==> src/rtl/touch_adc_ctrl_pkg.sv <==
// Shared types and constants for the resistive-touch ADC controller.
// TOUCH_AVG_EN selects four conversions per axis instead of one.
package touch_pkg;

    typedef enum logic [2:0] {
        IDLE,
        SETTLE,
        CONV_X,
        CONV_Y,
        CHECK,
        GAP
    } state_t;

    // Sub-steps of one conversion slot: launch, wait for done, cs_n-high tail
    typedef enum logic [1:0] {
        PH_START,
        PH_WAIT,
        PH_TAIL
    } phase_t;

    // dclk rising-edge numbers within one 24-edge conversion
    localparam logic [4:0] CMD_LAST   = 5'd8;
    localparam logic [4:0] DATA_FIRST = 5'd10;
    localparam logic [4:0] DATA_LAST  = 5'd21;
    localparam logic [4:0] CONV_EDGES = 5'd24;

    localparam logic [7:0] X_CMD_DEF = 8'h92;
    localparam logic [7:0] Y_CMD_DEF = 8'hD2;

`ifdef TOUCH_AVG_EN
    localparam logic [1:0] LAST_REP = 2'd3;
`else
    localparam logic [1:0] LAST_REP = 2'd0;
`endif

endpackage

==> src/rtl/touch_adc_ctrl_if.sv <==
// Touch ADC serial link plus the coordinate interface towards the touch UI.
interface touch_adc_ctrl_if;

    logic       penirq_n;
    logic       adc_dout;
    logic       adc_cs_n;
    logic       adc_dclk;
    logic       adc_din;
    logic [7:0] x_coord;
    logic [9:0] y_coord;
    logic       new_coord;
    logic       transmit_en;

    modport master (
        input  penirq_n, adc_dout,
        output adc_cs_n, adc_dclk, adc_din,
        output x_coord, y_coord, new_coord, transmit_en
    );

    modport slave (
        output penirq_n, adc_dout,
        input  adc_cs_n, adc_dclk, adc_din,
        input  x_coord, y_coord, new_coord, transmit_en
    );

endinterface

==> src/rtl/touch_adc_ctrl_spi_xfer.sv <==
// One 24-edge ADC conversion: dclk divider, command shift-out, 12-bit capture.
module touch_spi_xfer
    import touch_pkg::*;
#(
    parameter int unsigned CLK_DIV = 4
) (
    input  logic        clk,
    input  logic        rst_n,
    input  logic        start,
    input  logic [7:0]  cmd,
    input  logic        dout,
    output logic        cs_n,
    output logic        dclk,
    output logic        din,
    output logic        done,
    output logic [11:0] data
);

    localparam int unsigned      DIV_W    = (CLK_DIV > 1) ? $clog2(CLK_DIV) : 1;
    localparam logic [DIV_W-1:0] DIV_LAST = DIV_W'(CLK_DIV - 1);

    logic             busy;
    logic [DIV_W-1:0] div_cnt;
    logic [4:0]       edge_cnt;
    logic [4:0]       edge_nxt;
    logic [7:0]       cmd_sr;
    logic             tick;

    assign tick     = busy && (div_cnt == DIV_LAST);
    assign edge_nxt = edge_cnt + 5'd1;

    // Divider, dclk toggle, din on falling edges, dout capture on rising edges
    always_ff @(posedge clk or negedge rst_n) begin
        if (!rst_n) begin
            busy     <= 1'b0;
            div_cnt  <= '0;
            edge_cnt <= '0;
            cmd_sr   <= '0;
            cs_n     <= 1'b1;
            dclk     <= 1'b0;
            din      <= 1'b0;
            done     <= 1'b0;
            data     <= '0;
        end else begin
            done <= 1'b0;
            if (!busy) begin
                if (start) begin
                    // Bit 7 goes out now, half a dclk period ahead of rising edge 1
                    busy     <= 1'b1;
                    cs_n     <= 1'b0;
                    din      <= cmd[7];
                    cmd_sr   <= {cmd[6:0], 1'b0};
                    div_cnt  <= '0;
                    edge_cnt <= '0;
                end
            end else if (tick) begin
                div_cnt <= '0;
                dclk    <= ~dclk;
                if (!dclk) begin
                    edge_cnt <= edge_nxt;
                    if (edge_nxt >= DATA_FIRST && edge_nxt <= DATA_LAST) begin
                        data <= {data[10:0], dout};
                    end
                end else if (edge_cnt == CONV_EDGES) begin
                    busy <= 1'b0;
                    cs_n <= 1'b1;
                    done <= 1'b1;
                end else if (edge_cnt < CMD_LAST) begin
                    din    <= cmd_sr[7];
                    cmd_sr <= {cmd_sr[6:0], 1'b0};
                end else begin
                    din <= 1'b0;
                end
            end else begin
                div_cnt <= div_cnt + 1'b1;
            end
        end
    end

endmodule

==> src/rtl/touch_adc_ctrl.sv <==
// SPI master for an AD7843-class touch ADC: pen detect, X/Y frames, scaled
// coordinate publish. Define TOUCH_AVG_EN to average four samples per axis.
module touch_adc_ctrl
    import touch_pkg::*;
#(
    parameter int unsigned CLK_DIV    = 4,
    parameter logic [7:0]  X_CMD      = X_CMD_DEF,
    parameter logic [7:0]  Y_CMD      = Y_CMD_DEF,
    parameter int unsigned PEN_SETTLE = 64,
    parameter int unsigned FRAME_GAP  = 1024
) (
    input  logic              sys_clk,
    input  logic              iRST_n,
    touch_adc_ctrl_if.master  bus
);

    localparam int unsigned TAIL_CYC = 4 * CLK_DIV;
    localparam int unsigned MAX_A    = (FRAME_GAP > PEN_SETTLE) ? FRAME_GAP : PEN_SETTLE;
    localparam int unsigned CNT_MAX  = (MAX_A > TAIL_CYC) ? MAX_A : TAIL_CYC;
    localparam int unsigned CNT_W    = $clog2(CNT_MAX + 1);

    localparam logic [CNT_W-1:0] SETTLE_LAST = CNT_W'(PEN_SETTLE - 1);
    localparam logic [CNT_W-1:0] GAP_LAST    = CNT_W'(FRAME_GAP - 1);
    localparam logic [CNT_W-1:0] TAIL_LAST   = CNT_W'(TAIL_CYC - 1);

    state_t           state, state_nxt;
    phase_t           phase, phase_nxt;
    logic [CNT_W-1:0] cnt, cnt_nxt;
    logic [1:0]       rep, rep_nxt;
    logic [1:0]       pen_sync, dout_sync;
    logic             pen_n;
    logic             xfer_start, xfer_done;
    logic [7:0]       xfer_cmd;
    logic [11:0]      xfer_data;
    logic             cap_x, cap_y, publish, te_set, te_clr;
    logic [11:0]      raw_x, raw_y;
    logic [7:0]       x_coord;
    logic [9:0]       y_coord;
    logic             new_coord, transmit_en;

    assign pen_n = pen_sync[1];

    // Two-flop synchronisers for the asynchronous ADC inputs
    always_ff @(posedge sys_clk or negedge iRST_n) begin
        if (!iRST_n) begin
            pen_sync  <= 2'b11;
            dout_sync <= 2'b00;
        end else begin
            pen_sync  <= {pen_sync[0], bus.penirq_n};
            dout_sync <= {dout_sync[0], bus.adc_dout};
        end
    end

    touch_spi_xfer #(
        .CLK_DIV (CLK_DIV)
    ) u_xfer (
        .clk   (sys_clk),
        .rst_n (iRST_n),
        .start (xfer_start),
        .cmd   (xfer_cmd),
        .dout  (dout_sync[1]),
        .cs_n  (bus.adc_cs_n),
        .dclk  (bus.adc_dclk),
        .din   (bus.adc_din),
        .done  (xfer_done),
        .data  (xfer_data)
    );

    // Frame sequencer: next state, sub-phase, counters and event strobes
    always_comb begin
        state_nxt  = state;
        phase_nxt  = phase;
        cnt_nxt    = cnt;
        rep_nxt    = rep;
        xfer_start = 1'b0;
        xfer_cmd   = X_CMD;
        cap_x      = 1'b0;
        cap_y      = 1'b0;
        publish    = 1'b0;
        te_set     = 1'b0;
        te_clr     = 1'b0;
        unique case (state)
            IDLE: begin
                cnt_nxt = '0;
                if (!pen_n) state_nxt = SETTLE;
            end
            SETTLE: begin
                if (pen_n) begin
                    state_nxt = IDLE;
                    cnt_nxt   = '0;
                end else if (cnt == SETTLE_LAST) begin
                    state_nxt = CONV_X;
                    phase_nxt = PH_START;
                    rep_nxt   = '0;
                    cnt_nxt   = '0;
                    te_set    = 1'b1;
                end else begin
                    cnt_nxt = cnt + 1'b1;
                end
            end
            CONV_X, CONV_Y: begin
                xfer_cmd = (state == CONV_X) ? X_CMD : Y_CMD;
                case (phase)
                    PH_START: begin
                        xfer_start = 1'b1;
                        phase_nxt  = PH_WAIT;
                    end
                    PH_WAIT: begin
                        if (xfer_done) begin
                            cap_x     = (state == CONV_X);
                            cap_y     = (state == CONV_Y);
                            phase_nxt = PH_TAIL;
                            cnt_nxt   = '0;
                        end
                    end
                    default: begin
                        // cs_n stays high for two dclk periods between windows
                        if (cnt == TAIL_LAST) begin
                            cnt_nxt   = '0;
                            phase_nxt = PH_START;
                            if (rep == LAST_REP) begin
                                rep_nxt   = '0;
                                state_nxt = (state == CONV_X) ? CONV_Y : CHECK;
                            end else begin
                                rep_nxt = rep + 2'd1;
                            end
                        end else begin
                            cnt_nxt = cnt + 1'b1;
                        end
                    end
                endcase
            end
            CHECK: begin
                if (cnt == SETTLE_LAST) begin
                    cnt_nxt = '0;
                    if (!pen_n) begin
                        publish   = 1'b1;
                        state_nxt = GAP;
                    end else begin
                        te_clr    = 1'b1;
                        state_nxt = IDLE;
                    end
                end else begin
                    cnt_nxt = cnt + 1'b1;
                end
            end
            GAP: begin
                if (cnt == GAP_LAST) begin
                    cnt_nxt   = '0;
                    state_nxt = CONV_X;
                end else begin
                    cnt_nxt = cnt + 1'b1;
                end
            end
            default: state_nxt = IDLE;
        endcase
    end

    // State register and published outputs
    always_ff @(posedge sys_clk or negedge iRST_n) begin
        if (!iRST_n) begin
            state       <= IDLE;
            phase       <= PH_START;
            cnt         <= '0;
            rep         <= '0;
            x_coord     <= '0;
            y_coord     <= '0;
            new_coord   <= 1'b0;
            transmit_en <= 1'b0;
        end else begin
            state     <= state_nxt;
            phase     <= phase_nxt;
            cnt       <= cnt_nxt;
            rep       <= rep_nxt;
            new_coord <= publish;
            if (publish) begin
                x_coord <= 8'(raw_x >> 4);
                y_coord <= 10'(raw_y >> 2);
            end
            if (te_set) begin
                transmit_en <= 1'b1;
            end else if (te_clr) begin
                transmit_en <= 1'b0;
            end
        end
    end

`ifdef TOUCH_AVG_EN
    logic [13:0] acc_x, acc_y;

    // Sum four samples per axis; the first sample of each burst reloads the sum
    always_ff @(posedge sys_clk or negedge iRST_n) begin
        if (!iRST_n) begin
            acc_x <= '0;
            acc_y <= '0;
        end else begin
            if (cap_x) acc_x <= ((rep == 2'd0) ? 14'd0 : acc_x) + {2'b00, xfer_data};
            if (cap_y) acc_y <= ((rep == 2'd0) ? 14'd0 : acc_y) + {2'b00, xfer_data};
        end
    end

    assign raw_x = 12'(acc_x >> 2);
    assign raw_y = 12'(acc_y >> 2);
`else
    // Hold the raw 12-bit samples until the frame is confirmed in CHECK
    always_ff @(posedge sys_clk or negedge iRST_n) begin
        if (!iRST_n) begin
            raw_x <= '0;
            raw_y <= '0;
        end else begin
            if (cap_x) raw_x <= xfer_data;
            if (cap_y) raw_y <= xfer_data;
        end
    end
`endif

    assign bus.x_coord     = x_coord;
    assign bus.y_coord     = y_coord;
    assign bus.new_coord   = new_coord;
    assign bus.transmit_en = transmit_en;

endmodule

==> src/flat_wrapper.sv <==
// flat-port wrapper written by rule: the top's interface ports become plain ports
module touch_adc_ctrl_flat import touch_pkg::*;
#(
    parameter int unsigned CLK_DIV    = 4,
    parameter logic [7:0]  X_CMD      = X_CMD_DEF,
    parameter logic [7:0]  Y_CMD      = Y_CMD_DEF,
    parameter int unsigned PEN_SETTLE = 64,
    parameter int unsigned FRAME_GAP  = 1024
)
  (sys_clk, iRST_n, bus_penirq_n, bus_adc_dout, bus_adc_cs_n, bus_adc_dclk, bus_adc_din, bus_x_coord, bus_y_coord, bus_new_coord, bus_transmit_en);
  touch_adc_ctrl_if bus_i ();
  input  logic sys_clk;
  input  logic iRST_n;
  input wire logic [$bits(bus_i.penirq_n)-1:0] bus_penirq_n;
  input wire logic [$bits(bus_i.adc_dout)-1:0] bus_adc_dout;
  output wire logic [$bits(bus_i.adc_cs_n)-1:0] bus_adc_cs_n;
  output wire logic [$bits(bus_i.adc_dclk)-1:0] bus_adc_dclk;
  output wire logic [$bits(bus_i.adc_din)-1:0] bus_adc_din;
  output wire logic [$bits(bus_i.x_coord)-1:0] bus_x_coord;
  output wire logic [$bits(bus_i.y_coord)-1:0] bus_y_coord;
  output wire logic [$bits(bus_i.new_coord)-1:0] bus_new_coord;
  output wire logic [$bits(bus_i.transmit_en)-1:0] bus_transmit_en;
  assign bus_i.penirq_n = bus_penirq_n;
  assign bus_i.adc_dout = bus_adc_dout;
  assign bus_adc_cs_n = bus_i.adc_cs_n;
  assign bus_adc_dclk = bus_i.adc_dclk;
  assign bus_adc_din = bus_i.adc_din;
  assign bus_x_coord = bus_i.x_coord;
  assign bus_y_coord = bus_i.y_coord;
  assign bus_new_coord = bus_i.new_coord;
  assign bus_transmit_en = bus_i.transmit_en;
  touch_adc_ctrl #(.CLK_DIV(CLK_DIV), .X_CMD(X_CMD), .Y_CMD(Y_CMD), .PEN_SETTLE(PEN_SETTLE), .FRAME_GAP(FRAME_GAP)) u_core (.sys_clk(sys_clk), .iRST_n(iRST_n), .bus(bus_i));
endmodule
==> config.mk <==
export PLATFORM = sky130hd
export DESIGN_NAME = touch_adc_ctrl_flat
export DESIGN_NICKNAME = d
export VERILOG_FILES = /design/src/rtl/touch_adc_ctrl_pkg.sv /design/src/rtl/touch_adc_ctrl_if.sv /design/src/rtl/touch_adc_ctrl_spi_xfer.sv /design/src/rtl/touch_adc_ctrl.sv /design/src/flat_wrapper.sv
export SDC_FILE = /design/constraint.sdc
export NUM_CORES = 1
export LEC_CHECK = 0
export BUFFER_PORTS_ARGS = -buffer_cell sky130_fd_sc_hd__buf_4
export CAP_MARGIN = 20
export CORE_UTILIZATION = 50
export CTS_CLUSTER_SIZE = 25
export DETAILED_ROUTE_END_ITERATION = 7
export PLACE_DENSITY = 0.68
export SLEW_MARGIN = 5
export SYNTH_ARGS = -nofsm -noshare
export SYNTH_HDL_FRONTEND = slang
export SYNTH_SLANG_ARGS = --single-unit
==> constraint.sdc <==
create_clock -name sys_clk -period 2.9 [get_ports sys_clk]
set_input_delay 0 -clock sys_clk [delete_from_list [all_inputs] [get_ports sys_clk]]
set_output_delay 0 -clock sys_clk [all_outputs]
set_load 0.01 [all_outputs]
# Word-level counts from Yosys, hierarchy flattened
# Index checks and enable logic that the tools add are counted.
[op_classes] add_sub_neg=4 magnitude_cmp=3 n_eq_ne=29 mux=82 n_bitwise=1 reduce_logical=21
[op_table] operator="2-to-1 mux 8 bit" n=7
[op_table] operator="2-to-1 mux 11 bit" n=5
[op_table] operator="one-hot mux 11 bit (5 select lines)" n=1
[op_table] operator="2-to-1 mux 1 bit" n=39
[op_table] operator="2-to-1 mux 3 bit" n=10
[op_table] operator="one-hot mux 11 bit (2 select lines)" n=1
[op_table] operator="2-to-1 mux 2 bit" n=10
[op_table] operator="2-to-1 mux 5 bit" n=4
[op_table] operator="inequality test 2 x 1 -> 1 bit (second input constant)" n=8
[op_table] operator="one-hot mux 3 bit (5 select lines)" n=1
[op_table] operator="AND reduction 5 bit" n=3
[op_table] operator="inequality test 2 bit (second input constant)" n=7
[op_table] operator="one-hot mux 2 bit (2 select lines)" n=3
[op_table] operator="AND reduction 4 bit" n=3
[op_table] operator="adder 11 x 1 -> 11 bit (second input constant)" n=1
[op_table] operator="== test 11 x 10 -> 1 bit (second input constant)" n=1
[op_table] operator="== test 11 x 4 -> 1 bit (second input constant)" n=1
[op_table] operator="== test 11 x 6 -> 1 bit (second input constant)" n=1
[op_table] operator="2-to-1 mux 7 bit" n=1
[op_table] operator="AND reduction 7 bit" n=1
[op_table] operator="== test 3 x 2 -> 1 bit (second input constant)" n=2
[op_table] operator="== test 3 bit (second input constant)" n=2
[op_table] operator="AND reduction 3 bit" n=2
[op_table] operator="nonzero test 2 bit" n=3
[op_table] operator="other kinds (19)" n=23
[totals] register_bits=98 out_inout_bits=23

# Depth between registers and ports, before layout
[depth] word_depth=6 mapped_depth=10

# By module
# Synthesis repeated with hierarchy kept, for this count alone.
[hier_totals] hier_cells=408 area_unflattened_um2=4346.7
[modules_own_cells] module="touch_adc_ctrl" instances=1 cells_per_inst=275 area_each_um2=2821.5
[modules_own_cells] module="touch_spi_xfer" instances=1 cells_per_inst=133 area_each_um2=1525.2

# Worst setup path before layout
# No wires, ideal clock.
[synth_path] path_kind="flip-flop to flip-flop" start="register u_core.cnt[9]" end="register u_core.rep[1]" setup_ps=122 t_arrival_ps=2116 t_required_ps=2778 setup_slack_ps=663 stages_incl_launch_ff=8 n_path_buf=1 period_less_slack_ps=2237 cell_sequence="dfrtp_1 or4_4 or4_4 buf_6 nor3_1 o21bai_1 nand2b_1 a32o_1"
[synth_via] elab_chain_len=3 word_cells_on_any_way=5 cone_classes="4 x eq/ne; 1 x reduce/logical"
[synth_rtl] item="start: declaration" line_no="touch_adc_ctrl.sv:28" rtl="logic [CNT_W-1:0] cnt, cnt_nxt;"
[synth_rtl] item="start signal: assignment" line_no="touch_adc_ctrl.sv:173" rtl="cnt <= cnt_nxt;"
[synth_rtl] item="== test 11 x 4 -> 1 bit or == test 11 x 6 -> 1 bit (tied branches)" line_no="touch_adc_ctrl.sv:118, touch_adc_ctrl.sv:91"
[synth_rtl] item="inequality test 2 x 1 -> 1 bit (no line)"
[synth_rtl] item="AND reduction 5 bit (no line) *"
[synth_rtl] item="end signal: assignment" line_no="touch_adc_ctrl.sv:174" rtl="rep <= rep_nxt;"
[synth_rtl] item="end: declaration" line_no="touch_adc_ctrl.sv:29" rtl="logic [1:0] rep, rep_nxt;"
# Every way passes the cells marked *; elsewhere a longest branch is shown, timed or not.
# A chain may end at the register's enable or synchronous reset.

# Final worst setup path
[layout_path] start="register u_core.u_xfer.edge_cnt[0]" end="register u_core.u_xfer.data[6]"
[layout_via] elab_chain_len=4 word_cells_on_any_way=5 cone_classes="1 x add/sub; 2 x order compare; 2 x reduce/logical"
[layout_rtl] item="start: declaration" line_no="touch_adc_ctrl_spi_xfer.sv:24" rtl="logic [4:0] edge_cnt;"
[layout_rtl] item="start signal: assignment" line_no="touch_adc_ctrl_spi_xfer.sv:60" rtl="edge_cnt <= edge_nxt;"
[layout_rtl] item="adder 5 x 1 -> 5 bit *" line_no="touch_adc_ctrl_spi_xfer.sv:30" rtl="assign edge_nxt = edge_cnt + 5'd1;"
[layout_rtl] item=">= comparator 5 x 4 -> 1 bit or less-or-equal comparator 5 bit (tied branches)" line_no="touch_adc_ctrl_spi_xfer.sv:61" rtl="if (edge_nxt >= DATA_FIRST && edge_nxt <= DATA_LAST) begin"
[layout_rtl] item="logical AND 1 bit *" line_no="touch_adc_ctrl_spi_xfer.sv:61"
[layout_rtl] item="AND reduction 4 bit (no line) *"
[layout_rtl] item="end signal: assignment" line_no="touch_adc_ctrl_spi_xfer.sv:62" rtl="data <= {data[10:0], dout};"
[layout_rtl] item="end: declaration" line_no="touch_adc_ctrl_spi_xfer.sv:16" rtl="output logic [11:0] data"
# Marked as above.

==> flow_summary.yaml <==
status:
  status: "finished, final reports clean"
hold_path:
  worstHoldPathType: "in2async"
timing:
  min_period_ns: 2.63
  worst_pin_slew_ns: 1.01
  max_slew_margin_pct: 32.6
  hold_viol: 0
  setup_tns_ns: 0
  rsz0062_at_grt: "false"
  setup_viol_count_final: 0
  hold_ws_ns: 0.220
  post-route-period-util_pct: 90.8
  slew_viol_final: 0
  max_freq_mhz: 380
  finClkSkew_ns: 0.00953
place:
  placed_area_sq_um: 4340
  placedCellCount: 510
  place_congestion: 0.810
  io_buffers: 26
  hpwl_um: 5180
cells_and_area:
  diodes: 0
  areaGrowthSynthToFinish_pct: 12.3
  final_design_area_no_fill_sq_um: 4570
  layout_common_cells: "87 x nand2_1, 87 x dfrtp_1, 32 x buf_4"
  fill_cells: 668
  final_cells: 529
  finalNetCount: 433
  layout-drive-gt1-share_pct: 21.3
power:
  pwr-share-clk_pct: 38.2
  p_switching_mw: 0.588
  power_density_nw_per_um2: 509
  p_total_mw: 2.33
  sequentialPowerShare_pct: 56.0
  p_leak_nw: 2.28
  p_int_mw: 1.74
  ir_drop_mv: 0.239
  switching_share_pct: 25.3
  combPwrFrac_pct: 5.8
synthesis:
  synth_edf_count: 0
  syn_area_sq_um: 4070
  yosysSeqAreaShare_pct: 55.4
  synthTopCellsByArea: "dfrtp_1 53%, mux2_2 8.3%, nand2_1 8.0%"
  synth_top_area_share_pct: 53.5
  yosys_warnings: 0
  async_reset_ff_share_pct: 100
  synthesis.nets: 406
  synth-seq-cells: 90
  ys.flop_type: "dfrtp_1"
  syn_avg_cell_area_sq_um: 10.3
  synth_top_cell_by_area: "dfrtp_1"
  synth_cell_type_count: 51
  syn_inst: 395
critical_path:
  r2r_setup_slack_ns: 0.27
  timing.rr.end: "u_core.u_xfer.data[6]"
  crit_required_ns: 3.14
  end_kind: "register"
  crit_fanout: 12
  critPathArrivalTime_ns: 2.88
  crit_type: "reg2reg"
  reg2regPathDepth: 6
  timing.rr.start: "u_core.u_xfer.edge_cnt[0]"
  critPathLaunchType: "register"
floorplan:
  dieArea_sq_um: 8510
  num_io_pins: 27
  fp.dieH_um: 92.2
  die_width_um: 92.2
  core_sq_um: 7810
  start_util_pct: 52.1
  rows: 32
clocking:
  cts_setup_buffers: 0
  cts_tree: "done"
  path_clk_slew_ns: 0.10
  ctsLongestPathBuffers: 2
  cts_resized: 0
  hold_buffers: 3
  clock_latency_ns: 0.36
  cts_htree_levels: 3
  root_buffer: "clkbuf_8"
  numCtsBuffers: 9
  cts_sinks: 90
routing:
  vias: 2877
  drtIter0Drc: 140
  wl_per_cell_um: 14.4
  ant_nets: 0
  dr.pass1.iters: 5
  drc: 0
  wl_um: 7600
  vias_per_cell: 5.44
global_routing:
  gr-total-overflow: 0
  grt_pass1_vias: 2758
  antenna_found_initial: 0
  track_usage_pct: 19.6
  grt_max_degree: 60
  grt_pass1_wl_um: 13100
run:
  max-cap-violations: 0
## worst max-delay path, stage by stage (launching register included)
cell	delay, ns
dfrtp_1	0.44
inv_1	0.08
ha_1	0.35
o221ai_1	0.22
nand3_1	0.12
a311oi_2	0.89
mux2_2	0.42
## final cells by class
type	instances	area (sq um)	share of cell area, %
tap	102	128	2.79
timing repair buffer	35	270	5.91
clock inverter	7	83.8	1.83
clock buffer	9	124	2.71
multi-input combinational	277	1670	36.6
inverter	9	38.8	0.848
sequential	90	2260	49.3
## per-layer routing
| layer | vias up | global-route usage (%) | wire, um |
|---|---|---|---|
| li1 | 1421 | - | - |
| met1 | 1388 | 27.2 | 3710 |
| met2 | 62 | 30.3 | 3520 |
| met3 | 6 | 5.22 | 296 |
| met4 | 0 | 5.34 | 78 |
| met5 | - | 0 | 0 |
## kinds of logic after synthesis
logic type,after synthesis,share of synthesized area [%]
AO/OA/AOI/OAI,68,10.4
XOR/XNOR,6,1.29
adder cells (fa/ha/maj),7,2.15
buffers and inverters,28,3.66
flip-flops,90,55.4
multiplexers,31,8.54
AND/OR/NAND/NOR,165,18.5
## through the flow
stage / setup slack [ns] / util (%)
after floorplan: 0.663 / -
after global placement: 0.398 / 55.5
after detailed placement: 0.305 / 55.5
after CTS: 0.290 / 58.6
after global routing: 0.103 / 58.6
final: 0.267 / 58.6
## power by group through the flow
stage	sequential [mW]	combinational, mW	clock [mW]
after global placement	1.33	0.129	0
after global routing	1.31	0.157	0.956
after detailed placement	1.33	0.131	0
final	1.30	0.136	0.888
after CTS	1.30	0.137	0.914
after floorplan	1.31	0.0999	0
## state kept, by name, summed over array words and instances (netlist names), 3 cells and up
name,count
u_core.u_xfer.data,12
u_core.cnt,11
u_core.bus.y_coord,10
u_core.raw_y,10
u_core.bus.x_coord,8
u_core.raw_x,8
u_core.u_xfer.cmd_sr,6
u_core.u_xfer.edge_cnt,5
u_core.state,3
## cells in the mapped netlist, types with 3 or more instances
master / n
dfstp_2: 3
and3_1: 3
nand3_1: 12
a21oi_1: 15
clkbuf_1: 10
buf_2: 4
dfrtp_1: 87
nor2b_1: 3
ha_1: 7
xor2_1: 5
nand2b_1: 6
o21ai_0: 22
buf_6: 4
o22ai_1: 4
nand2_1: 87
or3_1: 3
nor3_1: 10
nand4_1: 3
a21o_1: 3
a22o_1: 4
a211oi_1: 3
mux2_2: 30
inv_1: 8
or2_2: 3
nor2_1: 24
## worst max-delay path by stage
stage	startpoint	endpoint	slack, ns	depth (start not counted)
floorplan	u_core.cnt[9]	u_core.rep[1]	0.66	7
global placement	u_core.u_xfer.edge_cnt[0]	u_core.u_xfer.data[2]	0.40	6
detailed placement	u_core.u_xfer.edge_cnt[0]	u_core.u_xfer.data[3]	0.31	6
CTS	u_core.u_xfer.edge_cnt[0]	u_core.u_xfer.data[6]	0.29	6
global route	u_core.u_xfer.edge_cnt[0]	u_core.u_xfer.data[7]	0.10	6
finish	u_core.u_xfer.edge_cnt[0]	u_core.u_xfer.data[6]	0.27	6
Power figures use the tool's default switching activity.
